## src/rtl/mem_store_buffer.sv

```systemverilog
// Store buffer between EX/MEM and a word-addressed data memory: queues stores,
// retires them in bubble cycles, and forwards buffered data to younger loads.
module mem_store_buffer #(
   parameter int unsigned WIDTH        = 32,
   parameter int unsigned DEPTH        = 4,
   parameter int unsigned STARVE_LIMIT = 8
) (
   input  logic                         CLK,
   input  logic                         RST,
   input  logic                         MemRead,
   input  logic                         MemWrite,
   input  logic [WIDTH-1:0]             Addr,
   input  logic [WIDTH-1:0]             WriteData,
   output logic [WIDTH-1:0]             ReadData,
   output logic                         Stall,
   output logic [WIDTH-1:0]             mem_A,
   output logic [WIDTH-1:0]             mem_WD,
   output logic                         mem_WE,
   input  logic [WIDTH-1:0]             mem_RD,
   output logic [$clog2(DEPTH+1)-1:0]   Count
);

   localparam int unsigned PW = (DEPTH > 1) ? $clog2(DEPTH) : 1;
   localparam int unsigned CW = $clog2(DEPTH + 1);
   localparam int unsigned SW = $clog2(STARVE_LIMIT + 1);

   logic [WIDTH-1:0] addr_q [DEPTH];
   logic [WIDTH-1:0] data_q [DEPTH];

   logic [PW-1:0] head_q, head_d;
   logic [PW-1:0] tail_q, tail_d;
   logic [CW-1:0] count_q, count_d;
   logic [SW-1:0] starve_q, starve_d;

   logic             is_load, is_idle, not_empty, full, starved;
   logic             stall, drain, enq;
   logic             fwd_hit;
   logic [WIDTH-1:0] fwd_data;

   // Walk oldest to youngest so the last match found is the youngest store.
   always_comb begin
      fwd_hit  = 1'b0;
      fwd_data = '0;
      for (int unsigned k = 0; k < DEPTH; k++) begin
         int unsigned slot;
         slot = 32'(head_q) + k;
         if (slot >= DEPTH) slot = slot - DEPTH;
         if ((k < 32'(count_q)) && (addr_q[PW'(slot)] == Addr)) begin
            fwd_hit  = 1'b1;
            fwd_data = data_q[PW'(slot)];
         end
      end
   end

   always_comb begin
      is_load   = MemRead & ~MemWrite;
      is_idle   = ~MemRead & ~MemWrite;
      not_empty = (count_q != '0);
      full      = (count_q == CW'(DEPTH));
      starved   = (starve_q == SW'(STARVE_LIMIT));

      // Full-store and starvation share one stall/drain when they coincide.
      stall = not_empty & ((MemWrite & full) | (starved & ~is_idle));
      drain = not_empty & (is_idle | stall);
      enq   = MemWrite & ~stall;

      head_d = head_q;
      if (drain) head_d = (head_q == PW'(DEPTH - 1)) ? '0 : head_q + PW'(1);

      tail_d = tail_q;
      if (enq) tail_d = (tail_q == PW'(DEPTH - 1)) ? '0 : tail_q + PW'(1);

      count_d = count_q;
      if (drain)    count_d = count_q - CW'(1);
      else if (enq) count_d = count_q + CW'(1);

      starve_d = starve_q;
      if (drain || !not_empty) starve_d = '0;
      else if (!starved)       starve_d = starve_q + SW'(1);

      mem_A    = '0;
      mem_WD   = '0;
      mem_WE   = 1'b0;
      ReadData = '0;
      if (drain) begin
         mem_A  = addr_q[head_q];
         mem_WD = data_q[head_q];
         mem_WE = 1'b1;
      end else if (is_load) begin
         mem_A    = Addr;
         ReadData = fwd_hit ? fwd_data : mem_RD;
      end
   end

   always_ff @(posedge CLK or negedge RST) begin
      if (!RST) begin
         head_q   <= '0;
         tail_q   <= '0;
         count_q  <= '0;
         starve_q <= '0;
      end else begin
         head_q   <= head_d;
         tail_q   <= tail_d;
         count_q  <= count_d;
         starve_q <= starve_d;
      end
   end

   always_ff @(posedge CLK) begin
      if (enq) begin
         addr_q[tail_q] <= Addr;
         data_q[tail_q] <= WriteData;
      end
   end

   assign Stall = stall;
   assign Count = count_q;

endmodule

```

## config.mk

```make
export PLATFORM = sky130hd
export DESIGN_NAME = mem_store_buffer
export DESIGN_NICKNAME = d
export VERILOG_FILES = /design/src/rtl/mem_store_buffer.sv
export SDC_FILE = /design/constraint.sdc
export NUM_CORES = 1
export LEC_CHECK = 0
export CORE_MARGIN = 1.5
export CORE_UTILIZATION = 40
export CTS_CLUSTER_SIZE = 40
export DETAILED_ROUTE_END_ITERATION = 10
export PLACE_DENSITY_LB_ADDON = 0.1
export SLEW_MARGIN = 20
export SYNTH_ARGS = -nofsm -noshare
export SYNTH_HDL_FRONTEND = slang
export SYNTH_SLANG_ARGS = --single-unit
```

## constraint.sdc

```tcl
create_clock -name CLK -period 4.6 [get_ports CLK]
set_clock_uncertainty 0.15 [all_clocks]
set_input_delay 0.92 -clock CLK [delete_from_list [all_inputs] [get_ports CLK]]
set_output_delay 0.92 -clock CLK [all_outputs]
set_load 0.05 [all_outputs]
```

# Yosys cells after proc, flatten, opt, wreduce, memory -nomap -nowiden
# Memories as Yosys holds them, arrays and structs flattened.
# Cells that the tools add are included.
word_totals:
  ff_bits: 11
  ramBits: 256
  input_bits: 100
  out_inout_bits: 101
  elab_cells: 83
  mem_count: 2
classes:
  add_sub_neg: 12
  n_lt_le_gt_ge: 8
  eq_ne: 9
  mux: 27
  bitwise_logic: 13
  reduce_logical: 8
mem_list:
  columns: ["name", "words", "width", "rd", "rd_clocked_by_memory_dff", "write_ports", "line", "rtl"]
  rows:
  - ["addr_q", 4, 32, 5, 0, 1, "27", "logic [WIDTH-1:0] addr_q [DEPTH];"]
  - ["data_q", 4, 32, 5, 0, 1, "28", "logic [WIDTH-1:0] data_q [DEPTH];"]
op_table:
  columns: ["op", "count"]
  rows:
  - ["$mux 32", 10]
  - ["$eq 32x32->1", 4]
  - ["$mux 2", 6]
  - ["$ge 3x3->1 const B", 3]
  - ["$mux 4", 2]
  - ["$sub 2x1->2 const B", 4]
  - ["$and 1x1->1", 7]
  - ["$mux 1", 7]
  - ["$add 2x2->3 const B", 2]
  - ["$lt 1x3->1 const A", 2]
  - ["$lt 2x3->1 const A", 2]
  - ["$mux 3", 2]
  - ["$add 2x1->2 const B", 2]
  - ["$add 4x1->4 const B", 1]
  - ["$eq 2x2->1 const B", 2]
  - ["$eq 4x4->1 const B", 1]
  - ["$logic_and 1x1->1", 4]
  - ["$not 1->1", 4]
  - ["$add 2x1->3 const B", 1]
  - ["$add 3x1->3 const B", 1]
  - ["$eq 3x3->1 const B", 1]
  - ["$ge 2x3->1 const B", 1]
  - ["$reduce_bool 3->1", 1]
  - ["$sub 3x1->3 const B", 1]
  - ["other kinds (5)", 6]

# Longest topological paths before layout
# Gate-level depths: netlist of the first run.
# An unclocked memory read counts as a cell.
logic_depth:
  depth_word: 12
  depth_mapped: 16

# Worst setup path after synthesis of the first run
# No wires, ideal clock.
synth_path:
  kind: "reg-to-output"
  start: "reg head_q[0]"
  end: "out ReadData[0]"
  t_arrival_ns: 3.599
  t_required_ns: 3.530
  setup_slack_ns: -0.069
  path_stages_with_launch: 15
  cell_sequence: "dfrtp_1 > ha_1 > buf_2 > buf_2 > buf_2 > mux4_2 > xor2_1 > nor4_1 > nand4_1 > nor4_1 > buf_2 > clkbuf_1 > nand2_1 > o311ai_0 > o211a_1"
synth_between:
  elab_chain_len: 12
  elab_cells_between_ends: 36
  cone_classes: "7 x add/sub; 4 x order compare; 4 x eq/ne; 15 x mux; 4 x reduce/logical; 2 x memory"
synth_rtl:
  columns: ["element", "line", "rtl"]
  rows:
  - ["start, declared", "30", "logic [PW-1:0] head_q, head_d;"]
  - ["start signal, assigned", "97", "head_q <= '0;"]
  - ["start signal, assigned", "102", "head_q <= head_d;"]
  - ["$add 2x1->3, or another cell as far along", "46", "slot = 32'(head_q) + k;"]
  - ["$ge 3x3->1, or another cell as far along", "47", "if (slot >= DEPTH) slot = slot - DEPTH;"]
  - ["$mux 2 / $mem_v2 4x32 (equally long branches)", null, null]
  - ["$mem_v2 4x32 / $eq 32x32->1 (equally long branches)", null, null]
  - ["$eq 32x32->1 / $logic_and 1x1->1 (equally long branches)", "48", "if ((k < 32'(count_q)) && (addr_q[PW'(slot)] == Addr)) begin"]
  - ["$logic_and 1x1->1, or another cell as far along", "48", null]
  - ["$mux 32 / $mux 1 (equally long branches) (3 in a row)", "48", null]
  - ["$mux 32 (*)", "91", "ReadData = fwd_hit ? fwd_data : mem_RD;"]
  - ["$mux 32 (*)", "89", "end else if (is_load) begin"]
  - ["$mux 32 (*)", "85", "if (drain) begin"]
  - ["end, declared", "14", "output logic [WIDTH-1:0] ReadData,"]
# Every way passes the cells marked *; elsewhere a longest branch is shown, timed or not.

# Worst setup path after layout of the first run
layout_path:
  start: "reg head_q[1]"
  end: "out ReadData[28]"
# The elaborated chain is that of the path after synthesis.

==> results of run 1 <==
==> placed cells by master, fill, tap and decap left out, drive strengths merged, types with 4 or more instances in the layout <==
cell	instances
a21oi	11
a221oi	41
a222oi	4
a22o	27
a22oi	7
a2bb2oi	4
a31oi	4
a32o	6
and2	34
and3	4
and4	5
buf	417
bufbuf	4
clkbuf	42
clkdlybuf4s50	103
clkinv	13
dfrtp	11
diode	5
edfxtp	256
ha	11
inv	24
mux2	15
mux2i	84
mux4	218
nand2	74
nand4	15
nor2	46
nor2b	4
nor3	10
nor4	13
o211a	32
o211ai	5
o21ai	22
o22ai	4
o311ai	33
xnor2	66
xor2	41
==> metrics by stage <==
step / instances / TNS (ns)
after floorplan: 1305 / -0.0380
after global placement: 2266 / -26.59
after detailed placement: 2266 / -26.20
after CTS: 2351 / -32.97
after global routing: 2359 / -36.98
final: 2364 / -32.44
==> flip-flops by register name, indices dropped and copies added, names as in the netlist <==
name	count
addr_q	128
Count	3
data_q	128
starve_q	4
head_q	2
tail_q	2
==> final cells by class <==
cell class / instances / area share, %
Inverter: 22 / 0.321
Clock inverter: 19 / 0.808
Sequential cell: 267 / 31.0
Clock buffer: 42 / 3.43
Timing Repair Buffer: 524 / 20.0
Tap cell: 607 / 2.95
Multi-Input combinational cell: 878 / 41.4
Antenna cell: 5 / 0.0487
==> power breakdown <==
group / leakage [nW] / switching [mW] / internal (mW)
Combinational: 6.11 / 5.95 / 5.62
Sequential: 2.48 / 0.332 / 3.21
Clock: 0.533 / 1.08 / 1.55
Total: 9.12 / 7.36 / 10.4
==> metal layers <==
| metal | global-route usage [%] | part of all wire, % |
|---|---|---|
| met1 | 35.1 | 43 |
| met3 | 6.64 | 8.5 |
| met2 | 38.9 | 46 |
| met4 | 7.63 | 2.3 |
| met5 | 0 | 0.021 |
==> worst max-delay path, delay by kind of cell, from the launching register on <==
| family | cells | cell delay [ns] |
|---|---|---|
| mux | 1 | 0.47 |
| buf+inv | 8 | 1.14 |
| xor+xnor | 1 | 0.18 |
| simple gates | 4 | 1.14 |
| flops | 1 | 0.55 |
| compound gates | 3 | 0.56 |
==> final timing paths <==
check / end / slack [ns] / cells past startpoint
min in group asynchronous: Count[0]$_DFFE_PN0P_ / 0.57 / 1
hold reg to reg: starve_q[0]$_DFFE_PN0P_ / 0.33 / 1
setup / recovery: ReadData[28] / -1.11 / 17
hold / removal: starve_q[0]$_DFFE_PN0P_ / 0.33 / 1
setup reg to reg: addr_q[2][29]$_DFFE_PP_ / 1.86 / 6
max in group asynchronous: head_q[0]$_DFFE_PN0P_ / 3.34 / 1
==> cells by family after synthesis <==
group	count (synthesis)	share of synthesized area [%]
AND/OR/NAND/NOR	217	5.73
multiplexers	317	31.6
adder cells (fa/ha/maj)	11	0.734
XOR/XNOR	107	5.00
flip-flops	267	42.5
buffers and inverters	160	4.39
AO/OA/AOI/OAI	226	10.0
==> timing repair <==
item / CTS / global route
gates resized for setup: 122 / 47
pin swaps: 29 / 29
cloned: 10 / 0
setup endpoints to repair: 32 / 32
setup buffers: 14 / 9
==> summary.txt, run 1 <==
STA
  • F_max: 175 MHz
  • Final setup margin: -1.11 ns
  • Slew at the pin closest to its max-slew limit: 0.877 ns
  • RSZ-0062 raised after global routing: true
  • Pins over their slew limit: 0
  • Final Hold Viols: 0
  • Fin crit share: 124%
  • Normalized max-slew margin: 40.9%
  • Post-route minimum period: 5.71 ns
  • Hold_ws: 0.335 ns
  • # setup viols final: 32

Synth
  • Synthesized cell area: 0.0187 mm²
  • Number of synthesized flops with an enable pin: 256
  • Async S/R FF share, synth: 4.12%
  • Seq/Total Area, Yosys: 42.5%
  • Flop and latch count out of synthesis: 267
  • Net count after synthesis: 1,416
  • Syn Inst Count: 1,305
  • Post-synth top area share: 41.0%
  • Mean Syn Cell Area: 14.4 µm²
  • Warnings from Yosys: 0
  • Area contributors post-synth: edfxtp_1 41%, mux4_2 26%, mux2i_1 4.5%
  • Synth top cells by count: 256 x edfxtp_1, 215 x mux4_2, 84 x mux2i_1
  • Leading area contributor after synthesis: edfxtp_1
  • Most common cell in the netlist: edfxtp_1
  • Top_reg_cell synth: edfxtp_1
  • Count of cell types in the netlist: 66

Worst setup path
  • CP Class: register to output pin
  • Arrival @ worst endpoint: 4.64 ns
  • CP max-delay cell: dfrtp_4
  • Reg2reg start: Count[0]$_DFFE_PN0P_
  • Worst path max stage delay: 0.55 ns
  • CP max FO: 8
  • CP Capture Type: output pin
  • CP cell instances: buf_6, buf_12, buf_6, mux4_2, xor2_1, nor4_1, buf_4, nand4_1, nor4_4, nor2b_4, buf_12, buf_12, buf_4, a221oi_2, o311ai_2, o211a_2, buf_6
  • Startpoint types: register
  • Worst path required time: 3.53 ns
  • Crit path from: head_q[1]$_DFFE_PN0P_

Clocking
  • CTS root buffer: clkbuf_16
  • Clk_lat worst skew: 0.54 ns
  • CTS max path bufs: 3
  • Clock slew at reported path FFs: 0.05 ns
  • Cts bufs inserted: 34
  • H-tree lvl count: 2
  • CTS Hold Bufs: 0
  • TritonCTS clock tree: done
  • CTS Sinks: 267

Floorplanning
  • Initial Util: 40.4%
  • Die Height: 219 µm
  • Core ar.: 0.0464 mm²
  • Die area: 0.0482 mm²
  • Top Ports: 201
  • Die width: 219 µm
  • Rows: 79

Outcome
  • Status: finished, violations left
  • Violated checks: setup timing

Placed design
  • Placed cell area: 0.0232 mm²
  • Gpl congestion: 0.918
  • I/O Buffers: 200
  • Dpl hpwl: 41,400 µm
  • Pre-CTS setup slack: -1.05 ns

Cells and area
  • Nets: 1,838
  • Register area: 0.00797 mm²
  • Multi-input gate area: 0.0107 mm²
  • Fillers: 3,818
  • Utilization after layout: 55.5%
  • Final Cell Area: 0.0257 mm²
  • Share of layout cells above drive strength 1: 47.1%
  • Area delta synth->final: 37.1%

Power
  • PwrDens: 690 mW/mm²
  • Worst vdd ir: 0.000382 V
  • Leakage: 9.12 nW
  • Power Total: 17.7 mW

Route
  • Antenna-violating nets left: 0
  • DRT iter0 DRCs: 1,337
  • Average wire per standard cell: 25.8 µm
  • Drt first pass iters: 5
  • Detailed-route DRC error count: 0
  • Via density: 6.11
  • DRT Wirelength: 61,100 µm
  • Vias: 14,500

Hold path
  • HP Class: register to register
  • Min-delay src: starve_q[0]$_DFFE_PN0P_

Global route
  • Total track usage: 25.3%
  • First-pass GRT wire length: 89,900 µm
  • Total grt overflow: 0
  • Number of global-route vias before repair: 14,300
  • Largest net degree at the start of global routing: 65
  • Initial antenna violation count: 4

Job
  • Max cap viols: 0
Note: power is estimated with default switching activity, not from simulation.
==> run 2, diff against run 1 <==
--- a/config.mk
+++ b/config.mk
@@ -6,5 +6,4 @@
 export NUM_CORES = 1
 export LEC_CHECK = 0
-export CORE_MARGIN = 1.5
 export CORE_UTILIZATION = 40
 export CTS_CLUSTER_SIZE = 40
==> constraint.sdc (replaced) <==
create_clock -name CLK -period 4.6 [get_ports CLK]
set_clock_uncertainty 0.15 [all_clocks]
set_input_delay 0.46 -clock CLK [delete_from_list [all_inputs] [get_ports CLK]]
set_output_delay 0.46 -clock CLK [all_outputs]
set_load 0.05 [all_outputs]
==> run 2 against run 1 <==
Against the previous run: the run still ends with setup timing left; total power shrank 2.4%; sequential share of layout area grew 1.5 points; critical path depth shrank 2; wire length shrank 0.13%; cell count shrank 4.7%; register-to-register slack lost 0.15 ns; die area shrank 0.91%; sequential power grew 2%; highest routed layer unchanged.
==> summary.txt, run 2 (synthesis gave the netlist of run 1 again) <==
Route
  • Detailed-route DRC error count: 0
  • Total length of routed met3 wires: 5120 µm
  • Vias: 14,300
  • Wire length on met2: 28,400 µm
  • DRT Wirelength: 61,000 µm
  • Antenna-violating nets left: 0
  • Via density: 6.32
  • DRT iter0 DRCs: 1,179
  • Top Layer Used: met5
  • Drt first pass iters: 5
  • DRT met1 WL: 25,900 µm
  • Average wire per standard cell: 27.1 µm

Cells and area
  • Most common cell after layout, fill and taps aside: edfxtp_1
  • Commonest non-fill, non-tap cells in the layout: 256 x edfxtp_1, 215 x mux4_2, 206 x buf_4, 135 x clkdlybuf4s50_1, 82 x mux2i_1
  • Largest regs: addr_q (128), data_q (128), starve_q (4)
  • Fillers: 3,827
  • Final Non-Filler Cells: 2,254
  • Share of layout cells above drive strength 1: 38.5%
  • Register area: 0.00797 mm²
  • Area delta synth->final: 30.6%
  • Nets: 1,739
  • Final Cell Area: 0.0245 mm²
  • Multi-input gate area: 0.0104 mm²

Clocking
  • TritonCTS clock tree: done
  • CTS Sinks: 267
  • CTS max path bufs: 3
  • H-tree lvl count: 2
  • Clk_lat worst skew: 0.54 ns
  • Cts bufs inserted: 35
  • CTS root buffer: clkbuf_16
  • CTS Hold Bufs: 0
  • Clock slew at reported path FFs: 0.05 ns

Worst setup path
  • CP max FO: 9
  • Arrival @ worst endpoint: 4.55 ns
  • CP Capture Type: output pin
  • Worst path required time: 3.99 ns
  • CP Class: register to output pin
  • Startpoint types: register
  • Worst R2R Path Depth: 5
  • Reg2reg setup slack: 1.71 ns

Global route
  • Number of global-route vias before repair: 14,000
  • Initial antenna violation count: 3
  • First-pass GRT wire length: 89,900 µm
  • Total grt overflow: 0
  • Total track usage: 25.5%
  • Largest net degree at the start of global routing: 64

STA
  • Normalized max-slew margin: 46.1%
  • Post-route minimum period: 5.16 ns
  • Fin crit share: 112%
  • Hold_ws: 0.164 ns
  • Final Hold Viols: 0
  • RSZ-0062 raised after global routing: true
  • Slew at the pin closest to its max-slew limit: 0.809 ns
  • Final setup margin: -0.562 ns
  • F_max: 194 MHz
  • # setup viols final: 32
  • Pins over their slew limit: 0

Floorplanning
  • Top Ports: 201
  • Rows: 78
  • Die width: 218 µm
  • Die Height: 218 µm
  • Initial Util: 41.0%
  • Die area: 0.0477 mm²
  • Core ar.: 0.0458 mm²

Power
  • Worst vdd ir: 0.000640 V
  • PwrDens: 707 mW/mm²
  • Power Total: 17.3 mW
  • Leakage: 8.79 nW

Placed design
  • Placed Cells incl. Taps: 2,159
  • Placed cell area: 0.0224 mm²
  • Dpl hpwl: 41,300 µm
  • I/O Buffers: 200
  • Gpl congestion: 0.881

Outcome
  • Violated checks: setup timing
  • Status: finished, violations left

Job
  • Max cap viols: 0

Hold path
  • HP Class: primary input to async pin
-- run 2: worst max-delay path, cell delays in order, from the launching register on --
cell      delay (ns)
dfrtp_4         0.54
buf_12          0.18
ha_4            0.37
buf_4           0.17
mux2_2          0.37
a222oi_1        0.36
o21ai_1         0.14
nor4_2          0.28
and4_4          0.31
buf_12          0.12
buf_4           0.20
buf_6           0.16
a221oi_1        0.08
o311ai_1        0.33
o211a_1         0.22
buf_6           0.16
-- run 2: final timing paths --
path                                          from                 endpoint
setup / recovery             head_q[1]$_DFFE_PN0P_              ReadData[5]
max in group asynchronous                      RST    head_q[1]$_DFFE_PN0P_
hold / removal                                 RST     Count[2]$_DFFE_PN0P_
setup reg to reg              Count[0]$_DFFE_PN0P_  data_q[0][30]$_DFFE_PP_
hold reg to reg            starve_q[0]$_DFFE_PN0P_  starve_q[0]$_DFFE_PN0P_
min in group CLK           starve_q[0]$_DFFE_PN0P_  starve_q[0]$_DFFE_PN0P_
-- run 2: report_power, final --
group / internal [mW] / switching, mW / total (mW)
clock network: 1.59 / 1.06 / 2.65
registers: 3.22 / 0.381 / 3.60
logic: 5.26 / 5.81 / 11.1
total: 10.1 / 7.25 / 17.3
-- run 2: area by class of cell --
type	instances	share of cell area, %
Sequential cell	267	32.5
Tap cell	600	3.07
Timing Repair Buffer	423	17.2
Multi-Input combinational cell	879	42.5
Antenna cell	1	0.0102
Inverter	22	0.337
Clock buffer	45	3.77
Clock inverter	17	0.669
-- run 2: metrics by stage --
| step | util (%) | setup TNS [ns] | setup slack, ns |
|---|---|---|---|
| after floorplan | - | 0 | 0.391 |
| after global placement | 48.8 | -18.10 | -0.618 |
| after detailed placement | 48.8 | -19.72 | -0.677 |
| after CTS | 52.5 | -16.63 | -0.612 |
| after global routing | 53.5 | -20.32 | -0.714 |
| final | 53.5 | -15.84 | -0.562 |
-- run 2: per-layer routing --
layer / vias to the layer above / global-route usage [%]
met5: - / 0
met4: 2 / 7.95
met3: 92 / 5.96
met2: 626 / 39.6
met1: 7422 / 35.4
li1: 6109 / -
-- run 2: what timing repair did --
| action | CTS | global route |
|---|---|---|
| cloned | 5 | 3 |
| pin swaps | 15 | 19 |
| gates resized for setup | 72 | 56 |
| setup endpoints to repair | 42 | 37 |
| buffers inserted | 12 | 13 |
==> run 3, diff against run 2 <==
Settings changed: CORE_MARGIN from default to 10.
==> run 3 against run 2 <==
Against the previous run: flip-flop and latch count stayed put; combinational power hardly changed; largest power group unchanged; fmax decreased by 0.55%; count of clock-buffer cells in the layout down 6; total power fell by 1.0%; the run still ends with setup timing left.
==> summary.txt, run 3 (synthesis gave the netlist of run 1 again) <==
Cells and area
  • Largest regs: addr_q (128), data_q (128), starve_q (4)
  • Share of layout cells above drive strength 1: 36.3%
  • Most common cell after layout, fill and taps aside: edfxtp_1
  • Area delta synth->final: 29.8%
  • Ant diodes: 0
  • Nets: 1,712
  • Commonest non-fill, non-tap cells in the layout: 256 x edfxtp_1, 215 x mux4_2, 169 x buf_4, 154 x clkdlybuf4s50_1, 80 x mux2i_1

Worst setup path
  • Worst R2R Path Depth: 5
  • CP bufs+invs: 8
  • CP Capture Type: output pin
  • Delay-heaviest family, CP: buffers and inverters
  • CP cell instances: ha_4, buf_12, mux4_2, xnor2_2, buf_4, nor4_4, buf_4, and4_1, and4_4, buf_12, or4_2, buf_12, buf_12, buf_4, o211a_1, buf_4
  • R2r endpoint: addr_q[0][30]$_DFFE_PP_
  • Critical path depth: 16
  • CP Class: register to output pin
  • CP max-delay cell: or4_2
  • Startpoint types: register
  • Worst path max stage delay: 0.64 ns
  • Reg2reg start: Count[0]$_DFFE_PN0P_
  • Arrival @ worst endpoint: 4.58 ns
  • Worst Setup EP: ReadData[0]
  • CP max FO: 16
  • Reg2reg setup slack: 1.74 ns
  • Crit path from: head_q[1]$_DFFE_PN0P_
  • Worst path required time: 3.99 ns

Power
  • Leakage: 8.63 nW
  • PwrDens: 705 mW/mm²
  • Power Total: 17.1 mW
  • Worst vdd ir: 0.000465 V

Floorplanning
  • Core ar.: 0.0465 mm²
  • Die width: 236 µm
  • Die area: 0.0559 mm²
  • Top Ports: 201
  • Die Height: 236 µm
  • Rows: 79
  • Initial Util: 40.4%

Clocking
  • TritonCTS clock tree: done
  • CTS Hold Bufs: 0
  • Clock slew at reported path FFs: 0.07 ns
  • H-tree lvl count: 1
  • CTS Sinks: 267
  • Cts bufs inserted: 31
  • CTS max path bufs: 3
  • CTS root buffer: clkbuf_16
  • Clk_lat worst skew: 0.61 ns

Global route
  • Total grt overflow: 0
  • Number of global-route vias before repair: 14,200
  • Initial antenna violation count: 5
  • Total track usage: 21.1%
  • First-pass GRT wire length: 91,900 µm
  • Largest net degree at the start of global routing: 53

Route
  • Drt first pass iters: 7
  • Antenna-violating nets left: 0
  • DRT Wirelength: 61,400 µm
  • Detailed-route DRC error count: 0
  • DRT iter0 DRCs: 1,172
  • Via density: 6.27
  • Average wire per standard cell: 27.5 µm
  • Vias: 14,000

Job
  • Max cap viols: 0

Placed design
  • I/O Buffers: 200
  • Gpl congestion: 0.932
  • Dpl hpwl: 42,500 µm

STA
  • Fin crit share: 113%
  • Hold_ws: 0.128 ns
  • Pins over their slew limit: 0
  • Final Hold Viols: 0
  • Normalized max-slew margin: 52.5%
  • Post-route minimum period: 5.19 ns
  • Slew at the pin closest to its max-slew limit: 0.711 ns
  • F_max: 193 MHz
  • # setup viols final: 32
  • RSZ-0062 raised after global routing: true
  • Final setup margin: -0.591 ns

Hold path
  • HP Class: primary input to async pin

Outcome
  • Violated checks: setup timing
  • Status: finished, violations left
run 3: changes by cell type in the layout (fill, tap and decap cells not counted), moves of 3 or more:
cell,change
clkinv_1,-5
a221oi_1,+4
xnor2_2,-5
xnor2_1,+4
o311ai_2,-3
buf_12,+3
clkbuf_16,-6
a221oi_2,-4
buf_4,-37
clkinv_2,+4
clkdlybuf4s50_1,+19
bufinv_16,+4
inv_6,-3
clkbuf_1,-3
run 3: power breakdown:
| part | internal (mW) | total, mW | switching (mW) | leakage, nW |
|---|---|---|---|---|
| Clock | 1.66 | 2.71 | 1.05 | 0.549 |
| Sequential | 3.22 | 3.61 | 0.396 | 2.48 |
| Combinational | 5.13 | 10.8 | 5.69 | 5.60 |
| Total | 10.0 | 17.1 | 7.14 | 8.63 |
run 3: timing repair:
action                     CTS  global route
pin swaps                   12             8
gates resized for setup     50            59
hold endpoints to repair     0             0
cloned                       3             0
buffers inserted            19             7
setup endpoints to repair   38            38
run 3: how the worst min path moves through the flow:
stage / from / end / slack [ns]
2_1_floorplan: RST / Count[0]$_DFFE_PN0P_ / 0.01
3_3_place_gp: starve_q[0]$_DFFE_PN0P_ / starve_q[0]$_DFFE_PN0P_ / 0.33
3_5_place_dp: starve_q[0]$_DFFE_PN0P_ / starve_q[0]$_DFFE_PN0P_ / 0.33
4_1_cts: RST / head_q[1]$_DFFE_PN0P_ / 0.12
5_1_grt: RST / Count[1]$_DFFE_PN0P_ / 0.16
6_report: RST / Count[1]$_DFFE_PN0P_ / 0.13
run 3: final cells by class:
class | count | area (µm²)
Tap cell | 607 | 759
Clock inverter | 19 | 287
Clock buffer | 39 | 826
Inverter | 22 | 82.6
Fill cell | 3914 | 22100
Multi-Input combinational cell | 878 | 10400
Sequential cell | 267 | 7970
Timing Repair Buffer | 401 | 4040
run 3: routing by layer:
metal  GRT usage [%]  part of all wire (%)  wire length, µm  vias to the layer above
li1                -                     -                -                     6033
met1            29.3                    43            26100                     7291
met2            32.6                    46            28400                      573
met3            5.59                   8.8             5400                       87
met4            4.79                   2.2             1370                       10
met5               0                  0.11               69                        -
run 3: through the flow:
stage | cell area [µm²] | utilization (%) | TNS (ns) | worst slack, ns | instances
after floorplan | 18700 | - | 0 | 0.391 | 1305
after global placement | 22400 | 48.2 | -6.90 | -0.362 | 2147
after detailed placement | 22400 | 48.2 | -6.11 | -0.309 | 2147
after CTS | 24000 | 51.7 | -18.82 | -0.667 | 2227
after global routing | 24300 | 52.4 | -20.56 | -0.725 | 2233
final | 24300 | 52.4 | -17.16 | -0.591 | 2233
